File: config.mk
export PLATFORM = sky130hd
export DESIGN_NAME = uart_frame_decoder_flat
export DESIGN_NICKNAME = d
export VERILOG_FILES = /design/src/rtl/uart_frame_decoder_pkg.sv /design/src/rtl/uart_frame_decoder_if.sv /design/src/rtl/uart_frame_decoder_timer.sv /design/src/rtl/uart_frame_decoder.sv /design/src/flat_wrapper.sv
export SDC_FILE = /design/constraint.sdc
export NUM_CORES = 1
export LEC_CHECK = 0
export CAP_MARGIN = 20
export CORE_UTILIZATION = 54
export DETAILED_ROUTE_END_ITERATION = 8
export GPL_TIMING_DRIVEN = 0
export MAX_ROUTING_LAYER = met4
export PLACE_DENSITY = 0.81
export SYNTH_ARGS = -nofsm -noshare
export SYNTH_HDL_FRONTEND = slang
export SYNTH_SLANG_ARGS = --single-unit
File: constraint.sdc
create_clock -name clk -period 6.7 [get_ports clk]
set_clock_uncertainty 0.2 [all_clocks]
set_input_delay 1.34 -clock clk [delete_from_list [all_inputs] [get_ports clk]]
set_output_delay 1.34 -clock clk [all_outputs]
set_load 0.02 [all_outputs]
File: src/rtl/uart_frame_decoder_pkg.sv
// +----------------------------------------------------------------------------+
// | uart_frame_pkg                                                             |
// | Shared state encoding, error codes and framing defaults for the decoder.   |
// | Optional feature macro: FRAME_CHECKSUM_EN (adds the CHK state).            |
// | Revision: 1.0                                                              |
// +----------------------------------------------------------------------------+
`default_nettype none

package uart_frame_pkg;

  typedef enum logic [1:0] {
    ST_IDLE = 2'd0,
    ST_BCNT = 2'd1,
    ST_BODY = 2'd2
`ifdef FRAME_CHECKSUM_EN
    ,
    ST_CHK  = 2'd3
`endif
  } state_t;

  typedef enum logic [1:0] {
    ERR_ABORT   = 2'd0,
    ERR_BADLEN  = 2'd1,
    ERR_TIMEOUT = 2'd2,
    ERR_BADCHK  = 2'd3
  } err_t;

  localparam logic [7:0] DEF_SP_SYNC = 8'h7E;
  localparam logic [7:0] DEF_SP_ESC  = 8'hFE;

endpackage

`default_nettype wire

File: src/rtl/uart_frame_decoder_if.sv
// +----------------------------------------------------------------------------+
// | uart_frame_decoder_if                                                      |
// | Byte input and message output bundle; master feeds bytes, slave decodes.   |
// | Revision: 1.0                                                              |
// +----------------------------------------------------------------------------+
`default_nettype none

interface uart_frame_decoder_if #(
  parameter int MAX_BYTES = 10
);
  logic [7:0]             rx_byte;
  logic                   rx_valid;
  logic [MAX_BYTES*8-1:0] msg_data;
  logic [7:0]             msg_len;
  logic                   msg_valid;
  logic                   msg_err;
  logic [1:0]             err_code;
  logic                   busy;

  modport master (
    output rx_byte, rx_valid,
    input  msg_data, msg_len, msg_valid, msg_err, err_code, busy
  );

  modport slave (
    input  rx_byte, rx_valid,
    output msg_data, msg_len, msg_valid, msg_err, err_code, busy
  );
endinterface

`default_nettype wire

File: src/rtl/uart_frame_decoder_timer.sv
// +----------------------------------------------------------------------------+
// | frame_timer                                                                |
// | Saturating inter-byte counter; expired flags the cycle it would hit limit. |
// | Revision: 1.0                                                              |
// +----------------------------------------------------------------------------+
`default_nettype none

module frame_timer #(
  parameter int TIMEOUT = 100
) (
  input  logic clk,
  input  logic reset,
  input  logic clr,
  input  logic en,
  output logic expired
);
  localparam int            W     = $clog2(TIMEOUT + 1);
  localparam logic [W-1:0]  LIMIT = W'(TIMEOUT);

  logic [W-1:0] r_cnt;

  always_ff @(posedge clk or negedge reset) begin
    if (!reset) begin
      r_cnt <= '0;
    end else if (clr) begin
      r_cnt <= '0;
    end else if (en && (r_cnt != LIMIT)) begin
      r_cnt <= r_cnt + W'(1);
    end
  end

  // A same-cycle clear means a byte arrived, and the byte always wins.
  assign expired = en && !clr && (r_cnt == (LIMIT - W'(1)));

endmodule

`default_nettype wire

File: src/rtl/uart_frame_decoder.sv
// +----------------------------------------------------------------------------+
// | uart_frame_decoder                                                         |
// | Strips SYNC/ESC framing, validates length and commits payload messages.    |
// | Optional feature macro: FRAME_CHECKSUM_EN (trailing checksum byte).        |
// | Revision: 1.0                                                              |
// +----------------------------------------------------------------------------+
`default_nettype none

module uart_frame_decoder
  import uart_frame_pkg::*;
#(
  parameter int         MAX_BYTES = 10,
  parameter int         TIMEOUT   = 100,
  parameter logic [7:0] SP_SYNC   = DEF_SP_SYNC,
  parameter logic [7:0] SP_ESC    = DEF_SP_ESC
) (
  input  logic                  clk,
  input  logic                  reset,
  uart_frame_decoder_if.slave   bus
);
  localparam logic [7:0] MAX_LEN = 8'(MAX_BYTES);

  state_t                 r_state;
  err_t                   r_err_code;
  logic                   r_esc;
  logic [7:0]             r_len;
  logic [7:0]             r_idx;
  logic [MAX_BYTES*8-1:0] r_buf;
  logic [MAX_BYTES*8-1:0] r_msg_data;
  logic [7:0]             r_msg_len;
  logic                   r_msg_valid;
  logic                   r_msg_err;
`ifdef FRAME_CHECKSUM_EN
  logic [7:0]             r_sum;
`endif

  logic [MAX_BYTES*8-1:0] w_buf_ins;
  logic                   w_last;
  logic                   w_timer_en;
  logic                   w_expired;

  assign w_timer_en = (r_state != ST_IDLE);
  assign w_last     = (r_idx == (r_len - 8'd1));

  // Working buffer with the incoming byte placed at the current index.
  always_comb begin
    w_buf_ins = r_buf;
    w_buf_ins[int'(r_idx)*8 +: 8] = bus.rx_byte;
  end

  frame_timer #(
    .TIMEOUT (TIMEOUT)
  ) u_timer (
    .clk     (clk),
    .reset   (reset),
    .clr     (bus.rx_valid),
    .en      (w_timer_en),
    .expired (w_expired)
  );

  always_ff @(posedge clk or negedge reset) begin
    if (!reset) begin
      r_state     <= ST_IDLE;
      r_err_code  <= ERR_ABORT;
      r_esc       <= 1'b0;
      r_len       <= 8'd0;
      r_idx       <= 8'd0;
      r_buf       <= '0;
      r_msg_data  <= '0;
      r_msg_len   <= 8'd0;
      r_msg_valid <= 1'b0;
      r_msg_err   <= 1'b0;
`ifdef FRAME_CHECKSUM_EN
      r_sum       <= 8'd0;
`endif
    end else begin
      r_msg_valid <= 1'b0;
      r_msg_err   <= 1'b0;
      if (bus.rx_valid) begin
        if (!r_esc && (bus.rx_byte == SP_ESC)) begin
          r_esc <= 1'b1;
        end else if (!r_esc && (bus.rx_byte == SP_SYNC)) begin
          if (r_state != ST_IDLE) begin
            r_msg_err  <= 1'b1;
            r_err_code <= ERR_ABORT;
          end
          r_state <= ST_BCNT;
          r_buf   <= '0;
          r_idx   <= 8'd0;
        end else begin
          r_esc <= 1'b0;
          case (r_state)
            ST_IDLE: r_state <= ST_IDLE;
            ST_BCNT: begin
              if ((bus.rx_byte == 8'd0) || (bus.rx_byte > MAX_LEN)) begin
                r_msg_err  <= 1'b1;
                r_err_code <= ERR_BADLEN;
                r_state    <= ST_IDLE;
              end else begin
                r_len   <= bus.rx_byte;
                r_state <= ST_BODY;
`ifdef FRAME_CHECKSUM_EN
                r_sum   <= bus.rx_byte;
`endif
              end
            end
            ST_BODY: begin
              r_buf <= w_buf_ins;
              r_idx <= r_idx + 8'd1;
`ifdef FRAME_CHECKSUM_EN
              r_sum <= r_sum + bus.rx_byte;
              if (w_last) begin
                r_state <= ST_CHK;
              end
`else
              if (w_last) begin
                r_msg_data  <= w_buf_ins;
                r_msg_len   <= r_len;
                r_msg_valid <= 1'b1;
                r_state     <= ST_IDLE;
              end
`endif
            end
`ifdef FRAME_CHECKSUM_EN
            ST_CHK: begin
              if (8'(r_sum + bus.rx_byte) == 8'd0) begin
                r_msg_data  <= r_buf;
                r_msg_len   <= r_len;
                r_msg_valid <= 1'b1;
              end else begin
                r_msg_err   <= 1'b1;
                r_err_code  <= ERR_BADCHK;
              end
              r_state <= ST_IDLE;
            end
`endif
            default: r_state <= ST_IDLE;
          endcase
        end
      end else if (w_expired) begin
        r_msg_err  <= 1'b1;
        r_err_code <= ERR_TIMEOUT;
        r_state    <= ST_IDLE;
        r_esc      <= 1'b0;
      end
    end
  end

  assign bus.msg_data  = r_msg_data;
  assign bus.msg_len   = r_msg_len;
  assign bus.msg_valid = r_msg_valid;
  assign bus.msg_err   = r_msg_err;
  assign bus.err_code  = r_err_code;
  assign bus.busy      = (r_state != ST_IDLE);

endmodule

`default_nettype wire
File: src/flat_wrapper.sv
// flat-port wrapper written by rule: the top's interface ports become plain ports
module uart_frame_decoder_flat import uart_frame_pkg::*;
#(
  parameter int         MAX_BYTES = 10,
  parameter int         TIMEOUT   = 100,
  parameter logic [7:0] SP_SYNC   = DEF_SP_SYNC,
  parameter logic [7:0] SP_ESC    = DEF_SP_ESC
)
  (clk, reset, bus_rx_byte, bus_rx_valid, bus_msg_data, bus_msg_len, bus_msg_valid, bus_msg_err, bus_err_code, bus_busy);
  uart_frame_decoder_if #(.MAX_BYTES(MAX_BYTES)) bus_i ();
  input  logic clk;
  input  logic reset;
  input wire logic [$bits(bus_i.rx_byte)-1:0] bus_rx_byte;
  input wire logic [$bits(bus_i.rx_valid)-1:0] bus_rx_valid;
  output wire logic [$bits(bus_i.msg_data)-1:0] bus_msg_data;
  output wire logic [$bits(bus_i.msg_len)-1:0] bus_msg_len;
  output wire logic [$bits(bus_i.msg_valid)-1:0] bus_msg_valid;
  output wire logic [$bits(bus_i.msg_err)-1:0] bus_msg_err;
  output wire logic [$bits(bus_i.err_code)-1:0] bus_err_code;
  output wire logic [$bits(bus_i.busy)-1:0] bus_busy;
  assign bus_i.rx_byte = bus_rx_byte;
  assign bus_i.rx_valid = bus_rx_valid;
  assign bus_msg_data = bus_i.msg_data;
  assign bus_msg_len = bus_i.msg_len;
  assign bus_msg_valid = bus_i.msg_valid;
  assign bus_msg_err = bus_i.msg_err;
  assign bus_err_code = bus_i.err_code;
  assign bus_busy = bus_i.busy;
  uart_frame_decoder #(.MAX_BYTES(MAX_BYTES), .TIMEOUT(TIMEOUT), .SP_SYNC(SP_SYNC), .SP_ESC(SP_ESC)) u_core (.clk(clk), .reset(reset), .bus(bus_i));
endmodule
Word level (Yosys, flattened, before mapping) --
Cells that the tools add are included.
Operators by class: add/sub/neg operators 4, order comparisons 1, equal/unequal tests 13, shift operators 2, multiplexer cells 37, bitwise gates (word level) 3, reductions and logical operators 19
Operators by type and width (count):
- $mux 80 | 2
- $bwmux 80 | 1
- $shift 8x33->80 const A | 1
- $shiftx 8x33->80 | 1
- $neg 11->33 | 1
- $mux 2 | 13
- $mux 1 | 16
- $mux 8 | 2
- $reduce_and 5->1 | 3
- $mux 7 | 2
- $add 8x1->8 const B | 1
- $eq 8x7->1 const B | 1
- $eq 8x8->1 | 1
- $eq 8x8->1 const B | 1
- $gt 8x4->1 const B | 1
- $logic_not 8->1 | 1
- $reduce_bool 2->1 | 4
- $sub 8x1->8 const B | 1
- $add 7x1->7 const B | 1
- $eq 7x7->1 const B | 1
- $ne 7x7->1 const B | 1
- $ne 3x1->1 const B | 2
- $reduce_and 3->1 | 2
- $logic_and 1x1->1 | 5
- other kinds (11) | 14
Storage, ports and cells: register bits 198, bits of input ports 11, output and inout port bits 93, logic and storage cells 90

Logic depth before layout (Yosys ltp) --
Gate-level depths: netlist (run 1).
depth after elaboration 7, mapped depth 12

Hierarchy --
A second synthesis (run 1) with hierarchy kept.
Second synthesis, totals: cell total of the unflattened synthesis 810, area, all modules 9678.0 sq um
Modules (own cells, without submodules):
- uart_frame_decoder | instances 1, cells an instance 768, area each 9273.9 sq um, seq. area each 4779.6 sq um
- frame_timer | instances 1, cells an instance 42, area each 404.1 sq um, seq. area each 175.2 sq um

Worst setup path after synthesis (run 1) --
No wires, ideal clock.
kind in2reg, start point input port bus_rx_byte[0], end point register u_core.r_buf[56], library setup time 121 ps, arrival 3033 ps, setup slack 3346 ps, stages 6, cells stage by stage nand4bb_1 -> or3_1 -> a21oi_1 -> clkbuf_1 -> o21ai_1 -> a22o_1
Between the ends: word-level cells in the longest chain between the ends 4, elaborated cells between the ends (all ways) 11, those cells by class eq/ne: 2; shift: 1; mux: 3; bitwise: 1; reduce/logical: 4
RTL lines:
- start, declared | RTL line flat_wrapper.sv:13 | input wire logic [$bits(bus_i.rx_byte)-1:0] bus_rx_byte;
- $shiftx 8x33->80 (tied with other cells) | RTL line uart_frame_decoder.sv:48 | w_buf_ins[int'(r_idx)*8 +: 8] = bus.rx_byte;
- $bwmux 80 (tied with other cells) | RTL line uart_frame_decoder.sv:48
- $mux 80 (tied with other cells) | RTL line uart_frame_decoder.sv:92 | case (r_state)
- $mux 80 / $reduce_and 3->1 (equally long branches)
- end signal, assigned | RTL line uart_frame_decoder.sv:108 | r_buf <= w_buf_ins;
- end, declared | RTL line uart_frame_decoder.sv:28 | logic [MAX_BYTES*8-1:0] r_buf;
Several ways; a longest one is shown, not always the timed one. The select of a mux whose other input is x is not followed. A chain may end at the register's enable or synchronous reset.

Worst setup path after layout (run 1) --
start point input port bus_rx_byte[5], end point register u_core.r_buf[54]
The elaborated chain is that of the path after synthesis.

==> impl_metrics.json, run 1 <==
{
  "status": "finished clean",
  "gp_congestion": 0.912,
  "ys_seq_area_share_pct": 54.2,
  "clk_pin_slew_ns": 0.07,
  "hold_end": "u_core.bus.err_code[1]",
  "insertion_delay_ns": 0.45,
  "fin_crit_ns": 4.57,
  "nets": 996,
  "syn_inst": 858,
  "cp_data_arrival_time_ns": 4.71,
  "fin_cells": 1212,
  "cpMaxStageDelayCell": "clkdlybuf4s50_1",
  "clockBufferDepth": 2,
  "row_count": 47,
  "r2r_end": "u_core.bus.msg_data[22]",
  "grt_pass1_wl_um": 37700,
  "postSynthRegisterBits": 198,
  "pin_count": 104,
  "post_dp_cell_area_um2": 10500,
  "portBuffers": 101,
  "drc_errors": 0,
  "synth_flop_cell": "dfrtp_1",
  "rsz0062_at_grt": "no",
  "crit_buf_inv": 2,
  "ant_nets": 0,
  "report.power.total_mw": 2.70,
  "ys_async_sr_fraction_pct": 100,
  "crit_path_start_kind": "input port",
  "setup_ws_ns": 2.13,
  "post-cts-setup-buffers": 0,
  "reg2reg_setup_slack_ns": 2.88,
  "fin_util_pct": 66.8,
  "path_cells": "clkdlybuf4s50_1 > nand4_1 > or3_1 > a21oi_1 > clkbuf_1 > o21ai_1 > a22o_1",
  "dpl.hpwl_um": 15600,
  "dp.cells": 1180,
  "cts_resized": 0,
  "nFillCells": 1276,
  "cts_max_level": 4,
  "cts_tree": "built",
  "finalCritPeriodShare_pct": 68.3,
  "holdCritPathClass": "reg -> reg",
  "slew_headroom_pct": 31.0,
  "crit_family": "compound AO/OA/AOI/OAI gates",
  "num_vias": 7220,
  "finish.instance_area_um2": 11100,
  "p_per_area_nw_per_um2": 244,
  "reg2reg_depth": 7,
  "die_area_um2": 17500,
  "grt_pass1_vias": 7036,
  "hold_violations": 0,
  "die_x_um": 132,
  "cap_violations": 0,
  "synth_edf_count": 0,
  "wl_per_cell_um": 19.1,
  "synth_warnings": 0,
  "vdd_drop_max_mv": 0.195,
  "cp_max_fo": 10,
  "synth.distinct_cells": 66,
  "dr.pass1.iters": 5,
  "dp_slack_ns": 1.79,
  "r2r-start": "u_core.r_len[2]",
  "whs_path_depth": 1,
  "routed_via_density": 5.96,
  "cp_data_required_time_ns": 6.83,
  "worstMarginPinSlew_ns": 1.03,
  "synth_area_um2": 9150,
  "clock.fmax_mhz": 219,
  "numCtsBuffers": 17,
  "gr-usage-all-layers_pct": 28.5,
  "final-setup-viol-count": 0,
  "total_leakage_power_nw": 4.96,
  "drive_gt1_share_pct": 9.78,
  "clock_sinks": 198,
  "synth_area_per_cell_um2": 10.7,
  "num_antenna_cells": 0,
  "antenna_found_initial": 0,
  "worstSetupPathType": "in -> reg",
  "gr-total-overflow": 0,
  "cp_slowest_stage_delay_ns": 0.73,
  "slew_viol_final": 0,
  "die_h_um": 132,
  "multiInputGateArea_um2": 3830,
  "grt_max_degree": 102,
  "hold_start": "u_core.bus.err_code[1]",
  "drt-initial-drc-count": 617,
  "start_util_pct": 55.2,
  "routed_wirelength_um": 23200,
  "synth_fp_nets": 875,
  "end_kind": "register",
  "core_um2": 16600,
  "hold_buffers": 0,
  "area_growth_pct": 21.1,
  "root_buffer": "clkbuf_16",
  "worst-path-stages": 7,
  "register_area_um2": 4950
}
==> flip-flops by register name (all words and copies together), names as in the netlist <==
register              cells
u_core.bus.msg_valid      1
u_core.bus.msg_err        1
u_core.bus.err_code       2
u_core.u_timer.r_cnt      7
u_core.bus.msg_data      80
u_core.r_buf             80
u_core.r_state            2
u_core.r_idx              8
u_core.bus.msg_len        8
u_core.r_len              8
u_core.r_esc              1
==> final cells by class <==
class	instances	area share, %
plain buffers	67	2.79
clock buffers	17	3.84
clock inverters	15	1.67
inverters	15	0.508
multi-input cells	578	34.6
flip-flops and latches	198	44.7
well taps	220	2.48
repair buffers	102	9.42
==> cell usage in the layout (no fill, tap or decap), types with 4 or more instances in the layout <==
cell type / n
inv_8: 6
a21oi_1: 92
nor4_1: 5
mux2i_1: 57
nand3_1: 5
o21ai_0: 5
a31oi_1: 17
clkbuf_1: 38
buf_2: 22
xnor2_1: 7
a22o_1: 64
and3_1: 12
o21ai_1: 7
clkbuf_16: 17
ha_1: 6
o2bb2ai_1: 8
buf_4: 4
mux2_2: 11
xor2_1: 12
nand2b_1: 7
nor3_1: 10
nand2_1: 29
nor2b_1: 17
inv_1: 14
and2_1: 9
nor2_1: 118
nand4_1: 13
clkdlybuf4s50_1: 100
dfrtp_1: 198
or2_2: 4
o2bb2ai_2: 8
==> worst max path at each step <==
stage                              start                      end  slack (ns)
after floorplan           bus_rx_byte[0]         u_core.r_buf[56]        3.35
after global placement             reset  u_core.bus.msg_data[46]       -3.95
after detailed placement  bus_rx_byte[4]  u_core.bus.msg_data[22]        1.79
after CTS                 bus_rx_byte[4]  u_core.bus.msg_data[22]        2.23
after global routing      bus_rx_byte[5]         u_core.r_buf[54]        2.00
final                     bus_rx_byte[5]         u_core.r_buf[54]        2.13
==> cells in the mapped netlist, types with 3 or more instances <==
cell type | n | share of area (%)
dfrtp_1 | 198 | 54
nor2_1 | 118 | 4.8
a21oi_1 | 92 | 5.0
a22o_1 | 64 | 6.1
mux2i_1 | 57 | 6.2
clkbuf_1 | 38 | 1.6
nand2_1 | 29 | 1.2
buf_2 | 22 | 1.2
a31oi_1 | 17 | 1.2
nor2b_1 | 17 | 1.2
inv_1 | 14 | 0.57
nand4_1 | 13 | 0.89
and3_1 | 12 | 0.82
xor2_1 | 12 | 1.1
mux2_2 | 11 | 1.4
nor3_1 | 10 | 0.55
and2_1 | 9 | 0.62
o2bb2ai_1 | 8 | 0.77
o2bb2ai_2 | 8 | 1.3
nand2b_1 | 7 | 0.48
o21ai_1 | 7 | 0.38
xnor2_1 | 7 | 0.67
ha_1 | 6 | 0.82
nand3_1 | 5 | 0.27
nor4_1 | 5 | 0.34
o21ai_0 | 5 | 0.27
buf_4 | 4 | 0.33
or2_2 | 4 | 0.27
nor2_2 | 3 | 0.21
nor4b_1 | 3 | 0.29
or2_0 | 3 | 0.21
or3_1 | 3 | 0.21
==> metal layers <==
| metal | vias up | GRT usage (%) | wire, um |
|---|---|---|---|
| li1 | 3311 | - | - |
| met1 | 3606 | 39.6 | 10500 |
| met2 | 265 | 43.1 | 10800 |
| met3 | 38 | 3.96 | 1390 |
| met4 | 0 | 10.2 | 522 |
| met5 | - | - | 0 |
==> cells by family after synthesis <==
kind of cell	after synthesis	share of synthesized area (%)
AOI/OAI and AO/OA	226	17.3
xor gates and xnor gates	19	1.82
adders and majority gates	6	0.820
buffers and inverters	82	3.99
DFF	198	54.2
muxes	68	7.59
and+or+nand+nor	259	14.3
==> power by group <==
group / internal [mW] / leakage, nW / switching, mW
clock: 0.568 / 0.292 / 0.494
sequential: 1.21 / 2.73 / 0.0190
combinational: 0.122 / 1.93 / 0.286
==> stage by stage <==
stage,TNS [ns],hold slack (ns)
after CTS,0,0.289
after detailed placement,0,0.273
after global routing,0,0.304
after floorplan,0,0.256
after global placement,-780.45,0.263
final,0,0.285
No activity file was read; power rests on OpenSTA's default activity.
==> run 2: changes to the inputs <==
--- a/config.mk
+++ b/config.mk
@@ -6,11 +6,11 @@
 export NUM_CORES = 1
 export LEC_CHECK = 0
 export CAP_MARGIN = 20
-export CORE_UTILIZATION = 54
+export CORE_UTILIZATION = 51
 export DETAILED_ROUTE_END_ITERATION = 8
 export GPL_TIMING_DRIVEN = 0
 export MAX_ROUTING_LAYER = met4
-export PLACE_DENSITY = 0.81
+export PLACE_DENSITY = 0.8
 export SYNTH_ARGS = -nofsm -noshare
 export SYNTH_HDL_FRONTEND = slang
 export SYNTH_SLANG_ARGS = --single-unit
==> constraint.sdc (replaced) <==
create_clock -name clk -period 3.8 [get_ports clk]
set_clock_uncertainty 0.2 [all_clocks]
set_input_delay 0.76 -clock clk [delete_from_list [all_inputs] [get_ports clk]]
set_output_delay 0.76 -clock clk [all_outputs]
set_load 0.02 [all_outputs]
==> run 2 against run 1 <==
- die area increased by 5.8%
- register-to-register slack got worse by 2.7 ns
- global-route usage decreased by 0.63 points
- sequential share of layout area about the same
- design area about the same
- critical path depth unchanged
- sequential power increased by 76%
- critical endpoint is now u_core.r_buf[68]
==> impl_metrics.json, run 2 (synthesized netlist as in run 1, its figures left out) <==
{
  "drc_errors": 0,
  "gr-usage-all-layers_pct": 27.9,
  "grt_max_degree": 107,
  "hold_violations": 0,
  "grt_pass1_wl_um": 38100,
  "finish.instance_area_um2": 11100,
  "num_vias": 7249,
  "holdCritPathClass": "in -> async",
  "clk_pin_slew_ns": 0.07,
  "fin_tns_setup_ns": 0,
  "final-setup-viol-count": 0,
  "cts_tree": "built",
  "start_util_pct": 52.5,
  "whs_ns": 0.138,
  "die_h_um": 136,
  "routed_wirelength_um": 23700,
  "slew_viol_final": 0,
  "fin_util_pct": 63.6,
  "post_dp_cell_area_um2": 10500,
  "num_antenna_cells": 0,
  "seqPwrFrac_pct": 46.0,
  "area_growth_pct": 21.1,
  "total_leakage_power_nw": 4.96,
  "routed_via_density": 5.96,
  "dp_slack_ns": -0.576,
  "post-cts-setup-buffers": 0,
  "end_kind": "register",
  "root_buffer": "clkbuf_16",
  "hold_buffers": 0,
  "clkPwrFrac_pct": 38.5,
  "drive_gt1_share_pct": 10.1,
  "p_sw_share_pct": 28.5,
  "worstMarginPinSlew_ns": 1.03,
  "p_sw_mw": 1.35,
  "fin_cells": 1216,
  "core_um2": 17400,
  "dpl.hpwl_um": 16000,
  "antenna_found_initial": 0,
  "pin_count": 104,
  "drt-initial-drc-count": 598,
  "cp_data_required_time_ns": 3.92,
  "gp_congestion": 0.888,
  "p_per_area_nw_per_um2": 426,
  "layout_common_cells": "dfrtp_1, nor2_1, clkdlybuf4s50_1",
  "rsz0062_at_grt": "yes",
  "die_x_um": 136,
  "nets": 996,
  "grt_pass1_vias": 7056,
  "status": "finished clean",
  "finalCritPeriodShare_pct": 97.5,
  "ant_nets": 0,
  "cap_violations": 0,
  "clock.fmax_mhz": 270,
  "row_count": 48,
  "cp_max_fo": 10,
  "combinationalPowerShare_pct": 15.5,
  "crit_path_start_kind": "input port",
  "vdd_drop_max_mv": 0.353,
  "worstSetupPathType": "in -> reg",
  "portBuffers": 101,
  "report.power.total_mw": 4.73,
  "gr-total-overflow": 0,
  "dr.pass1.iters": 4,
  "dp.cells": 1185,
  "cts_max_level": 4,
  "internal-power_mw": 3.38,
  "clock_sinks": 198,
  "insertion_delay_ns": 0.44,
  "final_common_cell": "dfrtp_1",
  "cp_data_arrival_time_ns": 3.82,
  "reg2reg_setup_slack_ns": 0.19,
  "numCtsBuffers": 17,
  "setup_ws_ns": 0.0961,
  "die_area_um2": 18500,
  "wl_per_cell_um": 19.5,
  "slew_headroom_pct": 30.5,
  "fin_crit_ns": 3.70,
  "clockBufferDepth": 2
}
## run 2: changes by cell type in the layout (fill, tap and decap cells not counted), sizes merged
| cell | delta |
|---|---|
| inv | -6 |
| clkbuf | +3 |
| clkinv | +4 |
| clkinvlp | -2 |
## run 2: power groups by stage
stage               combinational [mW]  sequential, mW  clock [mW]
floorplan                        0.468            2.21           0
global placement                 0.696            2.21           0
CTS                              0.716            2.17        1.83
detailed placement               0.712            2.21           0
finish                           0.734            2.17        1.82
global route                     0.799            2.17        1.92
## run 2: final timing paths
kind	from	cells after the start	end
worst max-delay path	bus_rx_byte[5]	7	u_core.r_buf[68]
worst min-delay path	reset	1	u_core.bus.msg_data[2]
worst max register to register	u_core.r_idx[0]	9	u_core.r_buf[4]
worst min register to register	u_core.bus.err_code[1]	1	u_core.bus.err_code[1]
max in group asynchronous	reset	2	u_core.r_buf[41]
min in group clk	u_core.bus.err_code[1]	1	u_core.bus.err_code[1]
## run 2: timing repair
action,in CTS,in global routing
setup endpoints to repair,104,23
pin swaps,0,1
resized for setup,2,2
## run 2: worst max-delay path, cell delays in order
cell and delay [ns]:
clkdlybuf4s50_1 0.72, nand4_1 0.20, or3_1 0.40, a21oi_2 0.49
clkbuf_1 0.50, o21ai_1 0.40, a22o_1 0.34
## run 2: area by class of cell
| class | instances | area (um^2) |
|---|---|---|
| inverters | 15 | 56.3 |
| repair buffers | 102 | 1040 |
| clock buffers | 20 | 467 |
| multi-input cells | 578 | 3850 |
| clock inverters | 11 | 123 |
| flip-flops and latches | 198 | 4950 |
| fillers | 1402 | 6330 |
| plain buffers | 67 | 310 |
| well taps | 225 | 282 |
## run 2: layer usage
layer  vias to the layer above  GRT usage, %  share of wire, %
li1                       3318             -                 -
met1                      3663          38.3                46
met2                       233          42.1                47
met3                        35          4.33               4.9
met4                         0          9.81               2.1
met5                         -             -                 0
==> run 3: changes to the inputs <==
--- a/config.mk
+++ b/config.mk
@@ -7,10 +7,12 @@
 export LEC_CHECK = 0
 export CAP_MARGIN = 20
 export CORE_UTILIZATION = 51
+export CTS_CLUSTER_SIZE = 40
 export DETAILED_ROUTE_END_ITERATION = 8
 export GPL_TIMING_DRIVEN = 0
 export MAX_ROUTING_LAYER = met4
 export PLACE_DENSITY = 0.8
+export SLEW_MARGIN = 20
 export SYNTH_ARGS = -nofsm -noshare
 export SYNTH_HDL_FRONTEND = slang
 export SYNTH_SLANG_ARGS = --single-unit
==> run 3 against run 2 <==
- combinational power is 2% higher
- routed wire length is 0.70% higher
- critical path type is now reg -> reg
- clock power hardly changed
- sequential power hardly changed
- worst setup slack better by 0.10 ns
- global-route usage is 0.14 points higher
- critical path depth is 2 higher
- highest routed layer unchanged
- via count is 0.84% lower
- sequential cell count stayed put
- register-to-register slack hardly changed
- critical endpoint is now u_core.r_buf[39]
- first-iteration DRC count is 6.2% higher
- core utilization is 0.34 points higher
==> impl_metrics.json, run 3 (synthesized netlist as in run 1, its figures left out) <==
{
  "drc_errors": 0,
  "vdd_drop_max_mv": 0.372,
  "clock_sinks": 198,
  "crit_family": "simple AND/OR/NAND/NOR gates",
  "worstMarginPinSlew_ns": 1.15,
  "cp_data_arrival_time_ns": 3.79,
  "clock.fmax_mhz": 277,
  "grt_max_degree": 94,
  "fin_tns_setup_ns": 0,
  "final_common_cell": "dfrtp_1",
  "root_buffer": "clkbuf_16",
  "seqPwrFrac_pct": 46.1,
  "fin_cells": 1222,
  "wl_per_cell_um": 19.5,
  "clk_pin_slew_ns": 0.07,
  "post_dp_cell_area_um2": 10500,
  "cts_max_level": 4,
  "combinationalPowerShare_pct": 15.9,
  "pin_count": 104,
  "portBuffers": 101,
  "numCtsBuffers": 17,
  "row_count": 48,
  "p_sw_share_pct": 29.9,
  "die_x_um": 136,
  "rsz0062_at_grt": "no",
  "total_leakage_power_nw": 4.99,
  "cp_data_required_time_ns": 3.98,
  "dp_slack_ns": -0.566,
  "fin_crit_ns": 3.60,
  "cp_slowest_stage_delay_ns": 0.53,
  "grt_pass1_vias": 7105,
  "end_kind": "register",
  "crit_buf_inv": 2,
  "dpl.hpwl_um": 16100,
  "finalCritPeriodShare_pct": 94.9,
  "clockBufferDepth": 2,
  "insertion_delay_ns": 0.45,
  "status": "finished clean",
  "wl_met1_um": 11000,
  "num_antenna_cells": 0,
  "crit_path_start_kind": "register",
  "num_vias": 7188,
  "routed_wirelength_um": 23800,
  "worstSetupPathType": "reg -> reg",
  "area_growth_pct": 21.8,
  "ant_nets": 0,
  "slew_viol_final": 0,
  "cp_max_fo": 10,
  "final-setup-viol-count": 0,
  "hold_end": "u_core.bus.err_code[1]",
  "slew_headroom_pct": 22.7,
  "nets": 1001,
  "internal-power_mw": 3.30,
  "reg2reg_depth": 9,
  "nFillCells": 1413,
  "dp.cells": 1186,
  "cpMaxStageDelayCell": "or4_1",
  "hold_violations": 0,
  "routed-wl-met2_um": 11200,
  "routed_via_density": 5.88,
  "layout_common_cells": "dfrtp_1, nor2_1, clkdlybuf4s50_1",
  "path_cells": "buf_2 > inv_1 > ha_1 > or3_1 > o31ai_1 > o21ai_1 > or4_1 > nor2_1 > a22o_1",
  "whs_path_depth": 1,
  "setup_ws_ns": 0.196,
  "p_sw_mw": 1.41,
  "clkPwrFrac_pct": 38.0,
  "grt_pass1_wl_um": 38100,
  "drive_gt1_share_pct": 10.6,
  "gp_congestion": 0.888,
  "r2r-start": "u_core.r_idx[0]",
  "gr-total-overflow": 0,
  "start_util_pct": 52.5,
  "reg2reg_setup_slack_ns": 0.20,
  "antenna_found_initial": 0,
  "core_um2": 17400,
  "drt-initial-drc-count": 635,
  "p_per_area_nw_per_um2": 423,
  "dr_wl_met3_um": 1110,
  "die_area_um2": 18500,
  "hold_start": "u_core.bus.err_code[1]",
  "routed.top_layer": "met4",
  "die_h_um": 136,
  "dr.pass1.iters": 4,
  "r2r_end": "u_core.r_buf[39]",
  "cap_violations": 0,
  "worst-path-stages": 9,
  "finish.instance_area_um2": 11100,
  "holdCritPathClass": "reg -> reg",
  "gr-usage-all-layers_pct": 28.0,
  "cts_tree": "built"
}
## run 3: worst max-delay path by stage
stage,startpoint,endpoint,slack [ns]
after floorplan,u_core.r_idx[0],u_core.r_buf[72],0.79
after global placement,reset,u_core.bus.msg_data[41],-6.26
after detailed placement,bus_rx_byte[4],u_core.bus.msg_data[73],-0.57
after CTS,bus_rx_byte[4],u_core.bus.msg_data[73],0.1
after global routing,u_core.r_idx[1],u_core.r_buf[2],0.05
final,u_core.r_idx[0],u_core.r_buf[39],0.20
## run 3: power by group through the flow
| stage | Sequential (mW) | Clock, mW | Combinational (mW) |
|---|---|---|---|
| after floorplan | 2.21 | 0 | 0.468 |
| after global placement | 2.21 | 0 | 0.696 |
| after detailed placement | 2.21 | 0 | 0.716 |
| after CTS | 2.17 | 1.81 | 0.726 |
| after global routing | 2.17 | 1.90 | 0.812 |
| final | 2.17 | 1.79 | 0.751 |
## run 3: per-stage QoR
step / hold WS (ns) / util [%] / total power [mW]
CTS: 0.289 / 63.7 / 4.70
detailed placement: 0.273 / 60.3 / 2.93
floorplan: 0.256 / - / 2.68
global route: 0.306 / 64.0 / 4.88
finish: 0.285 / 64.0 / 4.71
global placement: 0.263 / 60.0 / 2.91
## run 3: what timing repair did
action,CTS,global route
gates cloned,0,0
buffers inserted,0,3
setup endpoints to repair,103,95
endpoints found under the hold margin,25,0
hold buffers,1,0
pin swaps,0,1
resized for setup,2,5
## run 3: final cells by class
| cell class | instances | area [um^2] | share of cell area [%] |
|---|---|---|---|
| multi-input combinational | 578 | 3850 | 34.6 |
| tap | 225 | 282 | 2.53 |
| inverter | 15 | 56.3 | 0.505 |
| clock inverter | 13 | 139 | 1.25 |
| buffer | 67 | 312 | 2.80 |
| sequential | 198 | 4950 | 44.5 |
| timing repair buffer | 107 | 1100 | 9.90 |
| clock buffer | 19 | 443 | 3.97 |
## run 3: per-layer routing
layer,up-vias,track usage [%]
met1,3616,38.0
met3,42,4.47
met5,-,-
li1,3324,-
met4,0,10.2
met2,206,42.6
## run 3: worst register-to-register path: stages, from the launching register on
cell     delay, ns
dfrtp_1       0.40
buf_2         0.27
inv_1         0.14
ha_1          0.26
or3_1         0.37
o31ai_1       0.37
o21ai_1       0.26
or4_1         0.53
nor2_1        0.50
a22o_1        0.25
